### src/rtl/rr_stream_mux.sv
// N-input registered stream multiplexer with valid/ready handshaking.
// Arbitration is either a fixed select (sel) or round-robin over requesting inputs.
module rr_stream_mux #(
    parameter int WIDTH = 16,
    parameter int N     = 4,
    parameter int RR    = 1,
    parameter int SW    = $clog2(N)
) (
    input  logic               clk,
    input  logic               reset_n,
    input  logic [N*WIDTH-1:0] in_data,
    input  logic [N-1:0]       in_valid,
    output logic [N-1:0]       in_ready,
    input  logic [SW-1:0]      sel,
    output logic [WIDTH-1:0]   out_data,
    output logic [SW-1:0]      out_chan,
    output logic               out_valid,
    input  logic               out_ready
);

    logic [SW-1:0]    last;
    logic [SW-1:0]    rr_grant;
    logic             rr_found;
    logic [SW-1:0]    grant;
    logic             grant_vld;
    logic             load;
    logic             xfer;
    logic [WIDTH-1:0] grant_data;

    assign load = !out_valid || out_ready;

    // Scan upward from the channel after the last accepted one, wrapping around.
    always_comb begin
        int idx;
        rr_found = 1'b0;
        rr_grant = '0;
        idx      = 0;
        for (int k = 1; k <= N; k++) begin
            idx = (int'(last) + k) % N;
            if (!rr_found && in_valid[idx[SW-1:0]]) begin
                rr_found = 1'b1;
                rr_grant = idx[SW-1:0];
            end
        end
    end

    always_comb begin
        grant     = '0;
        grant_vld = 1'b0;
        if (RR != 0) begin
            grant     = rr_grant;
            grant_vld = rr_found;
        end else begin
            for (int i = 0; i < N; i++) begin
                if (sel == SW'(i)) begin
                    grant     = sel;
                    grant_vld = 1'b1;
                end
            end
        end
    end

    always_comb begin
        in_ready   = '0;
        grant_data = '0;
        for (int i = 0; i < N; i++) begin
            if (grant_vld && grant == SW'(i)) begin
                in_ready[i] = load;
                grant_data  = in_data[i*WIDTH +: WIDTH];
            end
        end
    end

    assign xfer = |(in_ready & in_valid);

    // A new beat overwrites the register even while the old one drains, so no bubble appears.
    always_ff @(posedge clk or negedge reset_n) begin
        if (!reset_n) begin
            out_valid <= 1'b0;
            out_data  <= '0;
            out_chan  <= '0;
            last      <= SW'(N - 1);
        end else if (xfer) begin
            out_valid <= 1'b1;
            out_data  <= grant_data;
            out_chan  <= grant;
            if (RR != 0) begin
                last <= grant;
            end
        end else if (out_ready) begin
            out_valid <= 1'b0;
        end
    end

endmodule

### config.mk
export PLATFORM = sky130hd
export DESIGN_NAME = rr_stream_mux
export DESIGN_NICKNAME = d
export VERILOG_FILES = /design/src/rtl/rr_stream_mux.sv
export SDC_FILE = /design/constraint.sdc
export NUM_CORES = 1
export LEC_CHECK = 0
export CAP_MARGIN = 20
export CORE_MARGIN = 1.5
export CORE_UTILIZATION = 33
export CTS_CLUSTER_DIAMETER = 80
export DETAILED_ROUTE_END_ITERATION = 8
export GPL_TIMING_DRIVEN = 1
export HOLD_SLACK_MARGIN = 0.15
export PLACE_DENSITY = 0.76
export SLEW_MARGIN = 20
export SYNTH_ARGS = -nofsm -noshare
export SYNTH_HDL_FRONTEND = slang
export SYNTH_SLANG_ARGS = --single-unit
### constraint.sdc
create_clock -name clk -period 2.1 [get_ports clk]
set_clock_uncertainty 0.05 [all_clocks]
set_input_delay 0.42 -clock clk [delete_from_list [all_inputs] [get_ports clk]]
set_output_delay 0.42 -clock clk [all_outputs]
set_load 0.05 [all_outputs]
==> metrics.md <==
| Metric | Value |
|---|---|
| Global-route wire length before repair | 8.87 mm |
| Place WS | -0.381 ns |
| Syn avg cell area | 8.27 µm² |
| Max-Slew Margin vs Limit | 0.652 |
| Sequential share of the synthesized area | 0.345 |
| Fillers | 359 |
| DR vias | 1896 |
| Cts bufs inserted | 3 |
| TritonRoute pass-1 iters | 4 |
| Period utilization | 1.05 |
| Asr flop ratio synth | 1.00 |
| Yosys Warn Count | 0 |
| Initial DRC Count | slightly above 80 |
| LEAKAGE | 1.16 nW |
| Die Wd | 71.1 µm |
| Nets@finish | 377 |
| Gr usage total | 0.217 |
| Critical Path, Cell by Cell | and2b_2 -> o21a_4 -> or2_4 -> nor2_4 -> buf_6 |
| Slew @ Worst Pin | 0.520 ns |
| Syn nets | between 200 and 300 |
| Final setup fails | 20 |
| Layout Area Growth over Synthesis | 85.6% |
| Commonest cells after routing, fill and taps aside | 85 x clkdlybuf4s50_1, 49 x nand2_1, 34 x buf_4 |
| CTS tree | built |
| Slowest CP cell | dfstp_2 |
| I/O Buffers | 93 |
| Distinct cells, synth | 34 |
| Layout cell share with drive strength beyond 1 | 0.215 |
| # hold bufs at CTS | 0 |
| RSZ-0062 raised after global routing | yes |
| Finished layout cell area | around 2800 µm² |
| FP Rows | 24 |
| Via/cell ratio | 5.34 |
| Slowest stage delay, CP | 0.57 ns |
| GR Overflow Total | 0 |
| Final setup margin | -0.113 ns |
| Outcome | finished with violations |
| ANT cells | 0 |
| Data arrival time of the worst path | around 1.7 ns |
| Worst-skew pair later-pin latency | 0.25 ns |
| Final cell utilization of the core | 0.643 |
| Reg-to-reg setup timing slack | -0.09 ns |
| Clk root buf | clkbuf_8 |
| Drt wl/cell | about 16 µm |
| Placed instance area | 2680 µm² |
| CP Launch Type | register |
| Critical path required time | 1.63 ns |
| Reg clk slew, reported paths | 0.07 ns |
| Most common cell after layout, fill and taps aside | clkdlybuf4s50_1 |
| CTS Buffer Depth | 2 |
| Tmin final | 2.21 ns |
| Most used DFF post-synth | dfrtp_1 |
| Hold Path Class | in2async |
| H-tree Lvls | 1 |
| Final WL | 5.54 mm |
| Post-synth EDFFs | 0 |
| Largest net degree at the start of global routing | 22 |
| Initial antenna violation count | 0 |
| CP Class | reg2out |
| Worst Path Max Fanout | 5 |
| Post-route ant nets | 0 |
| Cell area after synthesis | 1530 µm² |
| Hold Fails Final Rpt | 0 |
| Worst VDD drop | 763 µV |
| Failing checks | setup timing |
| Overall die height | 71.1 µm |
| Overall power | roughly 3.9 mW |
| Mapped Cells | 185 |
| Core area | 4410 µm² |
| Hpwl dp | 4.10 mm |
| Worst r2r path cells | 8 |
| Peak Freq | 452 MHz |
| Slew Viols, Final | 0 |
| Initial Util | 0.347 |
| Vias in the first global route | approximately 1900 |
| FF+latch count, synth | 21 |
| Die ar. | 5050 µm² |
| Post-route DRC | 0 |
| Boundary Pins | 96 |
| Crit. End Element | primary output |
| CTS sink count | 21 |
| Pwr per Cell Area | 1390 nW/µm² |
| Maxcap violations | 0 |
| Placer Congestion | between 0.8 and 0.9 |
[Yosys cell counts, types with 3 or more instances]
cell type / count / area, µm²
nand2_1: 50 / 188
dfrtp_1: 19 / 475
a31oi_1: 16 / 100
nand3_1: 16 / 80.1
nor3_1: 16 / 80.1
o32a_1: 16 / 160
clkbuf_1: 7 / 26.3
buf_6: 5 / 56.3
a21o_1: 3 / 22.5
buf_2: 3 / 15.0
nor2_1: 3 / 11.3
nor2b_1: 3 / 18.8
[sequential cells by signal (all words and copies together) (netlist names)]
register,flops
last,2
out_valid,1
out_data,16
out_chan,2
[worst paths after layout]
kind | to | from
max in group asynchronous | last[0]$_DFFE_PN1P_ | reset_n
worst min-delay path | out_data[13]$_DFFE_PN0P_ | reset_n
worst max register to register | out_data[14]$_DFFE_PN0P_ | last[1]$_DFFE_PN1P_
min in group clk | out_chan[0]$_DFFE_PN0P_ | out_chan[0]$_DFFE_PN0P_
worst max-delay path | in_ready[2] | last[0]$_DFFE_PN1P_
worst min register to register | out_chan[0]$_DFFE_PN0P_ | out_chan[0]$_DFFE_PN0P_
[routing by layer]
| layer | vias up | track usage | part of all wire |
|---|---|---|---|
| met5 | - | 0 | 0 |
| met1 | 891 | 0.297 | 0.43 |
| met2 | 84 | 0.364 | 0.49 |
| met3 | 2 | 0.0342 | 0.075 |
| li1 | 919 | - | - |
| met4 | 0 | 0.0440 | 0.0034 |
[through the flow]
stage / hold slack [ns] / instances / setup TNS, ns
6_report: 0.455 / 355 / -1.35
5_1_grt: 0.479 / 355 / -2.87
4_1_cts: 0.454 / 348 / -1.30
3_5_place_dp: 0.438 / 341 / -8.13
3_3_place_gp: 0.430 / 341 / -7.28
2_1_floorplan: 0.0744 / 185 / -0.379
[critical path, delay by kind of cell (launching register included)]
kind / cells / cell delay [ns]
buffers and inverters: 1 / 0.16
AND/OR/NAND/NOR: 3 / 0.57
AO/OA/AOI/OAI: 1 / 0.20
flip-flops: 1 / 0.57
[power by group]
part | total, mW | switching (mW) | internal (mW)
Combinational | 2.92 | 1.64 | 1.28
Sequential | 0.773 | 0.146 | 0.627
Clock | 0.254 | 0.122 | 0.132
Total | 3.94 | 1.91 | 2.03
[cell families after synthesis]
family,share of synthesized area
and+or+nand+nor,0.298
DFF,0.345
AOI/OAI and AO/OA,0.273
muxes,0.0131
buffers and inverters,0.0711
[final cells by class]
class,count,area [µm²],area share
Multi-Input combinational cell,148,962,0.339
Clock buffer,3,41.3,0.0145
Inverter,1,3.75,0.00132
Timing Repair Buffer,129,1230,0.435
Sequential cell,21,528,0.186
Tap cell,52,65.1,0.0229
Clock inverter,1,5.00,0.00176
[repair_timing]
item / in CTS / in global routing
pin swaps: 5 / 5
buffers inserted: 3 / 7
gates resized for setup: 8 / 6
endpoints found under the setup margin: 22 / 25
gates cloned: 0 / 1
Power figures use the tool's default switching activity.
